<file path="src/rtl/dsp_idebn_pkg.sv">
// Shared constants and helpers for the dsp_idebn input debouncer bank.
// Holds the configuration limits, the counter-width function and the
// parameter sanity check evaluated at elaboration by dsp_idebn_bank.
package dsp_idebn_pkg;

    localparam int DEB_CNT_MAX = 15;
    localparam int SYNC_MIN    = 2;
    localparam int NCH_MAX     = 16;

    // Bits needed to hold values 0 .. value-1.
    function automatic int clog2(input int value);
        int w;
        w = 0;
        for (int i = 0; i < 31; i++) begin
            if ((1 << i) < value) begin
                w = i + 1;
            end
        end
        return w;
    endfunction

    function automatic bit params_ok(input int nch, input int sync_stages, input int deb_cnt);
        return (nch >= 1) && (nch <= NCH_MAX) &&
               (sync_stages >= SYNC_MIN) &&
               (deb_cnt >= 1) && (deb_cnt <= DEB_CNT_MAX);
    endfunction

endpackage

</file>
<file path="src/rtl/dsp_idebn_ch.sv">
// Single-channel debouncer: synchroniser chain, strobe-clocked stability
// counter, debounced level and one-cycle rise/fall pulses.
// Ports: CLK/RST, smp_en strobe, raw pin + pol invert in; lvl, rise, fall,
// upd (combinational "update fires this edge") out. With IDEB_STICKY_EN
// defined, stk_clr in and sticky out add a latched change flag.
module dsp_idebn_ch
    import dsp_idebn_pkg::*;
#(
    parameter int SYNC_STAGES = 2,
    parameter int DEB_CNT     = 3
) (
    input  logic CLK,
    input  logic RST,
    input  logic smp_en,
    input  logic raw,
    input  logic pol,
    output logic lvl,
    output logic rise,
    output logic fall,
    output logic upd
`ifdef IDEB_STICKY_EN
    ,
    input  logic stk_clr,
    output logic sticky
`endif
);

    localparam int            CW   = clog2(DEB_CNT + 1);
    localparam logic [CW-1:0] LAST = CW'(DEB_CNT - 1);

    logic [SYNC_STAGES-1:0] sync_q;
    logic                   syn;
    logic [CW-1:0]          cnt;

    // Polarity is applied before synchronising so a POL change is debounced
    // exactly like a pin change.
    always_ff @(posedge CLK or posedge RST) begin
        if (RST) begin
            sync_q <= '0;
        end else begin
            sync_q <= {sync_q[SYNC_STAGES-2:0], raw ^ pol};
        end
    end

    assign syn = sync_q[SYNC_STAGES-1];
    assign upd = smp_en && (syn != lvl) && (cnt == LAST);

    // Any agreeing sample restarts the count, which gives glitch rejection.
    always_ff @(posedge CLK or posedge RST) begin
        if (RST) begin
            cnt  <= '0;
            lvl  <= 1'b0;
            rise <= 1'b0;
            fall <= 1'b0;
        end else begin
            rise <= upd & syn;
            fall <= upd & ~syn;
            if (smp_en) begin
                if ((syn == lvl) || upd) begin
                    cnt <= '0;
                end else begin
                    cnt <= cnt + 1'b1;
                end
                if (upd) begin
                    lvl <= syn;
                end
            end
        end
    end

`ifdef IDEB_STICKY_EN
    // Set has priority over clear when both land on the same edge.
    always_ff @(posedge CLK or posedge RST) begin
        if (RST) begin
            sticky <= 1'b0;
        end else begin
            sticky <= rise | fall | (sticky & ~stk_clr);
        end
    end
`endif

endmodule

</file>
<file path="src/rtl/dsp_idebn_bank.sv">
// NCH-channel input debouncer / edge detector bank for external flag pins.
// Ports: CLK, RST (async active-high), SMP_EN strobe, IN/POL per channel in;
// OUT, RISE, FALL per channel and CHG (any edge) out. Build macro
// IDEB_STICKY_EN adds STK_CLR (write-1-to-clear) in and STICKY out.
module dsp_idebn_bank
    import dsp_idebn_pkg::*;
#(
    parameter int NCH         = 8,
    parameter int SYNC_STAGES = 2,
    parameter int DEB_CNT     = 3
) (
    input  logic           CLK,
    input  logic           RST,
    input  logic           SMP_EN,
    input  logic [NCH-1:0] IN,
    input  logic [NCH-1:0] POL,
    output logic [NCH-1:0] OUT,
    output logic [NCH-1:0] RISE,
    output logic [NCH-1:0] FALL,
    output logic           CHG
`ifdef IDEB_STICKY_EN
    ,
    input  logic [NCH-1:0] STK_CLR,
    output logic [NCH-1:0] STICKY
`endif
);

    generate
        if (!params_ok(NCH, SYNC_STAGES, DEB_CNT)) begin : g_param_err
            $error("dsp_idebn_bank: NCH, SYNC_STAGES or DEB_CNT out of range");
        end
    endgenerate

    logic [NCH-1:0] upd;

    for (genvar i = 0; i < NCH; i++) begin : g_ch
        dsp_idebn_ch #(
            .SYNC_STAGES (SYNC_STAGES),
            .DEB_CNT     (DEB_CNT)
        ) u_ch (
            .CLK     (CLK),
            .RST     (RST),
            .smp_en  (SMP_EN),
            .raw     (IN[i]),
            .pol     (POL[i]),
            .lvl     (OUT[i]),
            .rise    (RISE[i]),
            .fall    (FALL[i]),
            .upd     (upd[i])
`ifdef IDEB_STICKY_EN
            ,
            .stk_clr (STK_CLR[i]),
            .sticky  (STICKY[i])
`endif
        );
    end

    // Registered from the same update terms as RISE/FALL so it aligns with them.
    always_ff @(posedge CLK or posedge RST) begin
        if (RST) begin
            CHG <= 1'b0;
        end else begin
            CHG <= |upd;
        end
    end

endmodule

</file>
<file path="config.mk">
export PLATFORM = sky130hd
export DESIGN_NAME = dsp_idebn_bank
export DESIGN_NICKNAME = d
export VERILOG_FILES = /design/src/rtl/dsp_idebn_pkg.sv /design/src/rtl/dsp_idebn_ch.sv /design/src/rtl/dsp_idebn_bank.sv
export SDC_FILE = /design/constraint.sdc
export NUM_CORES = 1
export LEC_CHECK = 0
export ABC_CLOCK_PERIOD_IN_PS = 2400
export CORE_ASPECT_RATIO = 1.75
export CORE_MARGIN = 3
export CORE_UTILIZATION = 42
export DETAILED_ROUTE_END_ITERATION = 10
export GPL_TIMING_DRIVEN = 0
export PLACE_DENSITY = 0.66
export RECOVER_POWER = 25
export SLEW_MARGIN = 20
export SYNTH_ARGS = -nofsm -noshare
export SYNTH_HDL_FRONTEND = slang
export SYNTH_SLANG_ARGS = --single-unit
</file>
<file path="constraint.sdc">
create_clock -name CLK -period 2.4 [get_ports CLK]
set_clock_uncertainty 0.05 [all_clocks]
set_input_delay 0.48 -clock CLK [delete_from_list [all_inputs] [get_ports CLK]]
set_output_delay 0.48 -clock CLK [all_outputs]
set_load 0.01 [all_outputs]
</file>
==> key figures, run 1 <==
Status
  – Status: finished, final reports clean

Power and ir drop
  – Peak VDD IR: 0.5182 mV
  – Leakage: 1.491 nW
  – Power density over cell area: 1031 nW/um^2
  – Overall power: 0.003311 W

Timing
  – Min Hold Slack: 298.8 ps
  – Worst Tran Pin Value: 1124 ps
  – Final Hold Viols: 0
  – RSZ-0062 raised after global routing: no
  – Achievable frequency: 515.4 MHz
  – Tmin final: about 1900 ps
  – Period utilization: about 81%
  – Final Setup Violations: 0
  – Max Transition Viols Final: 0
  – Slew margin rel.: 24.97%

Yosys
  – Register bit count reported by yosys: 57
  – Syn avg cell area: 12.79 sq um
  – Synth cell types: 19
  – Sequential fraction of the synthesis area: a little under three fifths
  – Synth warnings: 0
  – Syn Nets: 221
  – Post-synthesis cell count: approximately 190
  – Mapped Area: roughly 2500 sq um

Global routing
  – Met2 usage: 21.32%
  – GRT busiest layer: met2
  – GR Overflow Total: 0
  – Grt met3 use: roughly 4.4%
  – Initial antenna violation count: 0
  – First-pass GRT wire length: 6.175 mm
  – Largest net degree at the start of global routing: 58
  – Vias in the first global route: 1446
  – All-layer global routing usage: 11.99%
  – Met1 GRT Util: about an eighth

Final layout
  – Share of layout cells above drive strength 1: 27.38%
  – NumNets Final: 274
  – Most common cell after layout, fill and taps aside: dfrtp_1
  – Antenna diode count: 0
  – Most frequent cells in the layout: dfrtp_1, clkdlybuf4s50_1, buf_4
  – Filler cells: ~500
  – Area Overhead vs Synth: 29.45%

Place
  – Post-DP HPWL: 2.570 mm
  – Port Buf Inserts: 42
  – Routability cong.: a little under 0.7

Worst setup path
  – Worst Path Max Fanout: 5
  – WP data required: about 1900 ps
  – Path type of the worst setup path: reg2out
  – CP arrival: around 1400 ps
  – CP endpoint kind: output port
  – Critical path launch point type: flop

Die
  – Die Y: 107.7 um
  – Die Area: 6902 sq um
  – Die width: about 64 um
  – Initial Util: approximately 44%
  – Ports: 44
  – FP Rows: 36
  – Core Footprint: 5630 sq um

Detailed routing
  – ANT nets after route: 0
  – Via Count: roughly 1500
  – Routed wire length: between 3 and 4 mm
  – DRC: 0
  – WL per Instance: 11.06 um
  – Drt pass-1 iters: 4
  – Vias/cell: ~4.5
  – DR iter-0 viols: 24

Clock network
  – Worst-path clk slew: 70 ps
  – CTS Buf Count: 9
  – CTS tree: yes
  – Clock Tree Root: clkbuf_8
  – CTS sink count: 57
  – CTS Hold Buffers Added: 0
  – Clock Latency Late Sink: 320 ps
  – H-tree depth: 3
  – Post-CTS setup buffer count: 0
  – PostCTS Resize Cnt: 0
  – Clock buffer depth: 2

Run
  – Max_cap viols: 0

Hold path
  – Hold crit path type: reg2reg
[critical path, stage by stage (launching register included)]
cell and delay (ps):
dfrtp_1 430, buf_4 140, clkdlybuf4s50_1 520
[cell type report]
cell class / count / area [sq um] / share of cell area [%]
flip-flops and latches: 57 / 1426 / 44.41
multi-input cells: 101 / 817.0 / 25.44
repair buffers: 42 / 420.4 / 13.09
plain buffers: 27 / 203.9 / 6.350
clock buffers: 12 / 165.2 / 5.142
well taps: 76 / 95.09 / 2.961
clock inverters: 4 / 50.05 / 1.558
inverters: 9 / 33.78 / 1.052
[registers in the layout, summed over array words and instances, names as in the netlist]
signal / cells
CHG: 1
g_ch.u_ch.cnt: 16
g_ch.u_ch.lvl: 8
g_ch.u_ch.sync_q: 16
g_ch.u_ch.fall: 8
g_ch.u_ch.rise: 8
[synthesized netlist by cell type]
cell type / number / area (sq um)
a21boi_1: 1 / 7.510
a221oi_2: 1 / 15.01
nand2_1: 8 / 30.03
nor3b_1: 16 / 120.1
o22ai_1: 1 / 6.260
buf_4: 25 / 187.7
nand2b_1: 6 / 37.54
xnor2_1: 2 / 17.52
inv_1: 9 / 33.78
buf_6: 1 / 11.26
dfrtp_1: 57 / 1426
ha_1: 8 / 100.1
or2_1: 2 / 12.51
buf_2: 1 / 5.000
a22o_1: 1 / 8.760
mux2_2: 24 / 270.3
nor2_1: 16 / 60.06
a221oi_1: 1 / 8.760
xor2_1: 14 / 122.6
[cells by family after synthesis]
group | count (synthesis) | synth area share [%]
buffers and inverters | 36 | 9.581
adders and majority gates | 8 | 4.034
muxes | 24 | 10.89
DFF | 57 | 57.49
and+or+nand+nor | 48 | 10.49
AOI/OAI and AO/OA | 5 | 1.866
xor gates and xnor gates | 16 | 5.648
[metal layers]
layer	vias up	wire length (um)
met5	-	0
met4	0	62
met3	5	188
met2	32	2010
met1	712	1366
li1	722	-
[path summary, 6_finish.rpt]
kind	slack, ps	endpoint	startpoint	depth (start not counted)
worst max-delay path	460	OUT[6]	g_ch[6].u_ch.lvl$_DFFE_PP0P_	2
worst min-delay path	300	g_ch[5].u_ch.sync_q[1]$_DFF_PP0_	g_ch[5].u_ch.sync_q[0]$_DFF_PP0_	0
worst max register to register	990	CHG$_DFF_PP0_	g_ch[0].u_ch.cnt[0]$_DFFE_PP0P_	6
worst min register to register	300	g_ch[5].u_ch.sync_q[1]$_DFF_PP0_	g_ch[5].u_ch.sync_q[0]$_DFF_PP0_	0
max in group asynchronous	890	g_ch[0].u_ch.lvl$_DFFE_PP0P_	RST	2
min in group asynchronous	720	g_ch[2].u_ch.fall$_DFF_PP0_	RST	2
[stage by stage]
stage	worst slack [ps]	setup TNS [ps]	instances	cell area [sq um]	util (%)
6_report	459.8	0	328	3212	57.04
5_1_grt	384.6	0	328	3212	57.04
4_1_cts	429.7	0	328	3214	57.09
3_5_place_dp	806.5	0	312	2999	53.27
3_3_place_gp	-565.8	-32100	312	2997	53.22
2_1_floorplan	470.4	0	194	2481	-
[where the power goes]
group / total [W] / switching [W] / internal [W] / leakage, nW
Combinational: 0.00103 / 0.000400 / 0.000634 / 0.661
Clock: 0.000923 / 0.000361 / 0.000562 / 0.105
Sequential: 0.00135 / 0.000173 / 0.00118 / 0.726
Total: 0.00331 / 0.000935 / 0.00238 / 1.49
No activity file was read; power rests on OpenSTA's default activity.
==> run 2: changes to the inputs <==
--- a/config.mk
+++ b/config.mk
@@ -5,7 +5,7 @@
 export SDC_FILE = /design/constraint.sdc
 export NUM_CORES = 1
 export LEC_CHECK = 0
-export ABC_CLOCK_PERIOD_IN_PS = 2400
+export ABC_CLOCK_PERIOD_IN_PS = 1830
 export CORE_ASPECT_RATIO = 1.75
 export CORE_MARGIN = 3
 export CORE_UTILIZATION = 42
==> constraint.sdc (replaced) <==
create_clock -name CLK -period 1.83 [get_ports CLK]
set_clock_uncertainty 0.05 [all_clocks]
set_input_delay 0.366 -clock CLK [delete_from_list [all_inputs] [get_ports CLK]]
set_output_delay 0.366 -clock CLK [all_outputs]
set_load 0.01 [all_outputs]
==> key figures, run 2 (synthesized netlist as in run 1, its figures left out) <==
Final layout
  – Area Overhead vs Synth: 32.07%
  – NumNets Final: 282 (+2.9%)
  – Most frequent cells in the layout: dfrtp_1, buf_4, clkdlybuf4s50_1
  – Most common cell after layout, fill and taps aside: dfrtp_1
  – Antenna diode count: 0 (unchanged)
  – Top Registers: g_ch.u_ch.cnt x16, g_ch.u_ch.sync_q x16
  – Final Non-Filler Cells: 336 (+2.4%)
  – Share of layout cells above drive strength 1: 29.62% (+2.2 points)

Timing
  – Final Setup Violations: 0 (unchanged)
  – Worst Tran Pin Value: 1123 ps (-0.8060 ps)
  – Slew margin rel.: 25.03% (+0.054 points)
  – Tmin final: 1774 ps
  – RSZ-0062 raised after global routing: no
  – Final Hold Viols: 0 (unchanged)
  – Period utilization: 96.92%
  – Max Transition Viols Final: 0 (unchanged)
  – Achievable frequency: 563.8 MHz

Global routing
  – Vias in the first global route: 1453 (+0.48%)
  – First-pass GRT wire length: 6.210 mm (+0.57%)
  – GR Overflow Total: 0 (unchanged)
  – All-layer global routing usage: 12.08% (+0.088 points)
  – Initial antenna violation count: 0 (unchanged)
  – Largest net degree at the start of global routing: 58 (unchanged)

Detailed routing
  – WL per Instance: 11.00 um (-0.55%)
  – Via Count: 1499 (+1.9%)
  – ANT nets after route: 0 (unchanged)
  – Vias/cell: 4.461 (-0.52%)
  – DR iter-0 viols: 24 (unchanged)
  – Routed wire length: 3.696 mm (+1.9%)
  – DRC: 0 (unchanged)
  – Drt pass-1 iters: 4 (unchanged)

Status
  – Status: finished, final reports clean

Die
  – Initial Util: 44.07% (unchanged)
  – FP Rows: 36 (unchanged)
  – Die Area: 6902 sq um (unchanged)
  – Die width: 64.10 um (unchanged)
  – Die Y: 107.7 um (unchanged)
  – Core Footprint: 5630 sq um (unchanged)
  – Ports: 44 (unchanged)

Worst setup path
  – Worst path slowest cell: clkdlybuf4s50_1
  – Worst Path Max Fanout: 4 (-1)
  – Path type of the worst setup path: reg2out
  – CP arrival: 1360 ps (-50 ps)
  – WP data required: 1410 ps (-460 ps)
  – Worst-path cell chain: buf_4 > clkdlybuf4s50_1
  – Critical path launch point type: flop
  – Slowest cell delay on critical path: 520 ps (about the same)
  – CP endpoint kind: output port

Clock network
  – CTS sink count: 57 (unchanged)
  – CTS Buf Count: 9 (unchanged)
  – Clock Latency Late Sink: 320 ps (about the same)
  – Worst-path clk slew: 60 ps (about the same)
  – Clock Tree Root: clkbuf_8
  – H-tree depth: 3 (unchanged)
  – Clock buffer depth: 2 (unchanged)
  – CTS tree: yes

Power and ir drop
  – Overall power: 0.004467 W (+35%)
  – Leakage: 1.552 nW (+4.1%)
  – Power density over cell area: 1363 nW/um^2 (+32%)
  – Peak VDD IR: 0.6800 mV (+31%)

Place
  – Placed Cells incl. Taps: 312 (unchanged)
  – Post-DP HPWL: 2.570 mm (unchanged)
  – Routability cong.: 0.6802 (unchanged)
  – Port Buf Inserts: 42 (unchanged)

Run
  – Max_cap viols: 0 (unchanged)

Hold path
  – Hold crit path type: reg2reg
[run 2: cell count changes in the layout (fill, tap and decap cells not counted)]
cell,change
buf_4,+8
clkdlybuf4s50_1,-3
dlygate4sd3_1,+1
dlymetal6s2s_1,+2
[run 2: timing repair]
item                       in CTS  in global routing
setup endpoints to repair       2                  6
hold buffers                    0                  0
buffers inserted                2                  6
resized for setup               0                  2
cloned                          0                  0
[run 2: worst paths after layout]
check | cells after the start | from | slack (ps) | to
max in group asynchronous | 2 | RST | 310 | g_ch[0].u_ch.lvl$_DFFE_PP0P_
worst min register to register | 0 | g_ch[5].u_ch.sync_q[0]$_DFF_PP0_ | 300 | g_ch[5].u_ch.sync_q[1]$_DFF_PP0_
min in group asynchronous | 2 | RST | 740 | g_ch[2].u_ch.fall$_DFF_PP0_
worst min-delay path | 0 | g_ch[5].u_ch.sync_q[0]$_DFF_PP0_ | 300 | g_ch[5].u_ch.sync_q[1]$_DFF_PP0_
worst max-delay path | 2 | g_ch[7].u_ch.lvl$_DFFE_PP0P_ | 60 | OUT[7]
worst max register to register | 5 | g_ch[4].u_ch.lvl$_DFFE_PP0P_ | 420 | CHG$_DFF_PP0_
[run 2: layout make-up]
class,instances,area [sq um]
Multi-Input combinational cell,101,817.0
Sequential cell,57,1426
Timing Repair Buffer,50,485.5
Fill cell,483,2354
Clock inverter,4,50.05
Tap cell,76,95.09
Clock buffer,12,165.2
Inverter,9,33.78
Buffer,27,203.9
[run 2: stage by stage]
| step | hold slack (ps) | setup WS [ps] | area [sq um] | util (%) | TNS [ps] |
|---|---|---|---|---|---|
| after global placement | 282.4 | -1022 | 2997 | 53.22 | -58090 |
| final | 299.0 | 56.43 | 3277 | 58.20 | 0 |
| after detailed placement | 285.5 | 350.5 | 2999 | 53.27 | 0 |
| after global routing | 305.8 | 7.580 | 3277 | 58.20 | 0 |
| after CTS | 299.4 | 1.322 | 3229 | 57.36 | 0 |
| after floorplan | 281.2 | 14.36 | 2481 | - | 0 |
[run 2: power breakdown]
group	switching, W	internal, W	total (W)	leakage (nW)
clock network	0.000473	0.000737	0.00121	0.105
registers	0.000192	0.00155	0.00174	0.726
logic	0.000586	0.000929	0.00152	0.722
total	0.00125	0.00321	0.00447	1.55
[run 2: critical path: cells and delay by family, from the launching register on]
family | cells | cell delay [ps]
buffers and inverters | 2 | 640
DFF | 1 | 400
[run 2: per-layer routing]
| metal | track usage, % | vias to the layer above | part of all wire (%) |
|---|---|---|---|
| met3 | 4.389 | 5 | 5.2 |
| met1 | 11.75 | 727 | 38 |
| met2 | 21.54 | 30 | 55 |
| met4 | 6.808 | 0 | 1.7 |
| li1 | - | 737 | - |
| met5 | 0 | - | 0 |
==> RTL edit 1: new RTL, config.mk and constraints of run 2 <==
`NCH`: 8 -> 16.
--- a/src/rtl/dsp_idebn_bank.sv
+++ b/src/rtl/dsp_idebn_bank.sv
@@ -7,3 +7,3 @@
 #(
-    parameter int NCH         = 8,
+    parameter int NCH         = 16,
     parameter int SYNC_STAGES = 2,
Ports: changed (5 resized); port bits go from 44 to 84. The function was not compared with the original's and may differ.
==> RTL edit 1 against run 2 <==
- final cell count rose by 95%
- sequential cell count rose by 56
- first-iteration DRC count rose to 3.4 times the old value
- power rose by 130%
- final area rose by 110%
- area after synthesis rose by 97%
- worst setup slack got worse by 0.025 ns
- global-route usage rose by 2.4 points
- wire length rose by 130%
- register-to-register slack got worse by 0.38 ns
- critical path type unchanged
==> RTL edit 1: results (changes against run 2) <==
status=completed; post-cts sizing count=6 (+6); worst setup path startpoint=g_ch[11].u_ch.lvl; top cells by area, synth=dfrtp_1, mux2_2, buf_4, xor2_1, nor3b_1; Post-CTS Setup Inserts=17 (+15); final WL=8490 µm (+130%); Tot Pwr=10.3 mW (+130%); HPWL after DPL=5900 µm (+130%); Placed Cells=604 (+94%); vias in the first global route=3269 (+120%); area post-placement=0.00596 mm² (+99%); worst reg-to-reg setup slack=0.04 ns (-0.38 ns); non-clk buf share=21.1% (+0.10 points); Cells after Synth=386 (+99%); First DRT Iteration DRCs=81 (+240%); Syn Nets=437 (+98%); sequential share of power=33.1% (-5.9 points); fmax=556 MHz (-1.4%); share of cell area taken by multi-input logic gates=24.4% (-0.57 points); CP endpoint=OUT[11]; fin nets=561 (+99%); static leakage=3.36 nW (+120%); Largest regs=g_ch.u_ch.cnt: 32 flops, g_ch.u_ch.sync_q: 32 flops; Critical Path Fanout Max=2 (-2); Vias/cell=4.67 (+4.8%); clock distribution power=3.69 mW (+200%); Relative slew margins=21.5% (-3.6 points); Worst EP arrival=1.38 ns (+0.02 ns); Buffers on Ports=83 (+98%); CTS Buf Count=17 (+8); clk cell area share=9.77% (+3.2 points); RePlAce Congestion=0.750 (+10%); CTS H-tree lvls=4 (+1); Synth cell types=21 (+2); gr usage total=14.5% (+2.4 points); first-pass GRT wire length=14600 µm (+140%); inverter count=17 (+8); Pint=7.61 mW (+140%); Pwr per Cell Area=1510 mW/mm² (+11%); clk_lat worst skew=0.41 ns (+0.09 ns); register area share after synthesis=57.7% (+0.24 points); layout clock buffer count=21 (+9); Cell Rows=51 (+42%)
[RTL edit 1: cell count changes after synthesis, moves of 5 or more]
| cell | change |
|---|---|
| inv_1 | +8 |
| nand2b_1 | +5 |
| nor3b_1 | +15 |
| ha_1 | +8 |
| nor2_1 | +16 |
| nand2_1 | +8 |
| mux2_2 | +24 |
| xor2_1 | +14 |
| buf_4 | +23 |
| dfrtp_1 | +56 |
[RTL edit 1: worst register-to-register path, cell delays in order (launching register included)]
cell	delay [ns]
dfrtp_1	0.39
buf_4	0.15
xor2_1	0.17
a22o_1	0.20
or4_4	0.52
o21a_1	0.19
[RTL edit 1: cells by family after synthesis]
kind of cell,synth area share [%]
DFF,57.7
and+or+nand+nor,10.9
buffers and inverters,9.17
muxes,11.0
xor gates and xnor gates,5.72
adders and majority gates,4.09
AOI/OAI and AO/OA,1.38
[RTL edit 1: worst min-delay path by stage]
| stage | to | slack [ns] | startpoint |
|---|---|---|---|
| 5_1_grt | g_ch[1].u_ch.sync_q[1] | 0.30 | g_ch[1].u_ch.sync_q[0] |
| 4_1_cts | g_ch[1].u_ch.sync_q[1] | 0.30 | g_ch[1].u_ch.sync_q[0] |
| 3_3_place_gp | g_ch[9].u_ch.sync_q[1] | 0.28 | g_ch[9].u_ch.sync_q[0] |
| 6_report | g_ch[1].u_ch.sync_q[1] | 0.30 | g_ch[1].u_ch.sync_q[0] |
| 2_1_floorplan | g_ch[0].u_ch.sync_q[1] | 0.28 | g_ch[0].u_ch.sync_q[0] |
| 3_5_place_dp | g_ch[1].u_ch.sync_q[1] | 0.28 | g_ch[1].u_ch.sync_q[0] |
[RTL edit 1: routing by layer]
metal  GRT usage (%)  part of all wire (%)
met1            15.6                    38
met2            25.3                    56
met3            4.86                   4.5
met4            5.99                   1.7
met5               0                     0
==> RTL edit 2: new RTL, flow settings as in run 2 <==
Without the edit above. Register the inputs `SMP_EN`, `IN` and `POL` before use, with the module's reset. The logic sees them one clock later.
--- a/src/rtl/dsp_idebn_bank.sv
+++ b/src/rtl/dsp_idebn_bank.sv
@@ -27,2 +27,18 @@
 
+    logic SMP_EN_q;
+    logic [NCH-1:0] IN_q;
+    logic [NCH-1:0] POL_q;
+
+    always_ff @(posedge CLK or posedge RST) begin
+        if (RST) begin
+            SMP_EN_q <= '0;
+            IN_q     <= '0;
+            POL_q    <= '0;
+        end else begin
+            SMP_EN_q <= SMP_EN;
+            IN_q     <= IN;
+            POL_q    <= POL;
+        end
+    end
+
     generate
@@ -42,5 +58,5 @@
             .RST     (RST),
-            .smp_en  (SMP_EN),
-            .raw     (IN[i]),
-            .pol     (POL[i]),
+            .smp_en  (SMP_EN_q),
+            .raw     (IN_q[i]),
+            .pol     (POL_q[i]),
             .lvl     (OUT[i]),
Function: changed (Yosys sat finds a counterexample within 10 cycles, from zero or initial values and one cycle with RST high).
==> RTL edit 2 against run 2 <==
- register-to-register slack got worse by 0.05 ns
- sequential cell count increased by 17
- power up 24%
- die area grew 16%
- wire length up 17%
- largest cell class unchanged
- worst setup slack worse by 0.0031 ns
- area after synthesis up 17%
- sequential share of layout area increased by 4.9 points
- final area rose by 17%
- final cell count rose by 6.5%
==> RTL edit 2: results (changes against run 2) <==
Routed met1 length=1600 µm (+15%); register area share after synthesis=63.8% (+6.3 points); share of layout cells above drive strength 1=27.5% (-2.1 points); routed wl met2=2480 µm (+21%); DR top layer=met4; Worst EP arrival=1.36 ns (about the same); fin nets=300 (+6.4%); worst setup path startpoint=g_ch[7].u_ch.lvl; CTS Buf Count=9 (unchanged); RR Endpoint=CHG; Post-CTS Setup Inserts=2 (unchanged); DR WL/cell=12.1 µm (+10%); initial antenna violation count=0 (unchanged); Cells after Synth=210 (+8.2%); RePlAce Congestion=0.686 (+0.85%); first-pass GRT wire length=7420 µm (+19%); First DRT Iteration DRCs=44 (+83%); hold_sp=g_ch[3].u_ch.sync_q[0]; met3 wire len=162 µm (-16%); area post-placement=0.00348 mm² (+16%); fmax=563 MHz (-0.17%); status=completed; Critical Path Fanout Max=4 (unchanged); final WL=4340 µm (+17%); top cells by area, synth=dfrtp_1, mux2_2, buf_4, nor3b_1, xor2_1; gr usage total=13.1% (+1.0 points); worst reg-to-reg setup slack=0.37 ns (-0.05 ns); pin count of the biggest net entering global routing=37 (-36%); Buffers on Ports=43 (+2.4%); Slew @ Worst Pin=0.582 ns (-0.540 ns); Fill cells=592 (+23%); clk_lat worst skew=between 0.3 and 0.4 ns; Root Buffer=clkbuf_16; pre-CTS setup slack=0.357 ns (+0.00654 ns); Placed Cells=337 (+8.0%); post-cts hold buffer count=0 (unchanged); clk buf depth=2 (unchanged); static leakage=1.80 nW (+16%); commonest cells in the netlist=dfrtp_1, buf_4, mux2_2; Yosys warning count=0 (unchanged); hold path endpoint=g_ch[3].u_ch.sync_q[1]; CTS H-tree lvls=3 (unchanged); vias in the first global route=1682 (+16%); Syn Nets=237 (+7.2%); Crit Reg-Reg Startpoint=g_ch[6].u_ch.lvl; Peak VDD IR=987 µV (+45%); Vias/cell=4.62 (+3.6%); HPWL after DPL=3040 µm (+18%); Synth cell types=21 (+2); post-cts sizing count=0 (unchanged)
## RTL edit 2: final cells by class
cell class | instances | area [µm²] | share of cell area, %
well taps | 82 | 103 | 2.68
flip-flops and latches | 74 | 1850 | 48.4
plain buffers | 27 | 204 | 5.33
multi-input cells | 100 | 813 | 21.2
repair buffers | 52 | 528 | 13.8
clock inverters | 3 | 40.0 | 1.05
inverters | 9 | 35.0 | 0.915
clock buffers | 11 | 253 | 6.60
## RTL edit 2: cell families (layout without fill, tap and decap cells)
| group | count (synthesis) | count (layout) | share of synthesized area (%) |
|---|---|---|---|
| AO/OA/AOI/OAI | 6 | 6 | 1.77 |
| XOR/XNOR | 16 | 16 | 4.83 |
| adder cells (fa/ha/maj) | 8 | 8 | 3.45 |
| buffers and inverters | 36 | 102 | 8.19 |
| flip-flops | 74 | 74 | 63.8 |
| multiplexers | 23 | 23 | 8.92 |
| AND/OR/NAND/NOR | 47 | 47 | 9.05 |
## RTL edit 2: where the power goes
group	leakage, nW	internal [mW]	switching [mW]	total [mW]
logic	0.730	0.974	0.646	1.62
clock network	0.147	1.11	0.605	1.71
registers	0.923	1.97	0.213	2.19
## RTL edit 2: stage by stage
step	hold WS, ns	util, %
6_report	0.296	57.7
5_1_grt	0.306	57.7
3_3_place_gp	0.284	51.8
2_1_floorplan	0.281	-
3_5_place_dp	0.285	52.4
4_1_cts	0.288	57.1
## RTL edit 2: worst max-delay path: stages (launching register included)
cell and delay [ns]:
dfrtp_1 0.39, buf_4 0.12, clkdlybuf4s50_1 0.52
## RTL edit 2: layer usage
| metal | track usage [%] | up-vias |
|---|---|---|
| met3 | 4.36 | 8 |
| met1 | 14.1 | 829 |
| met5 | 0 | - |
| met4 | 8.20 | 0 |
| li1 | - | 793 |
| met2 | 21.5 | 24 |
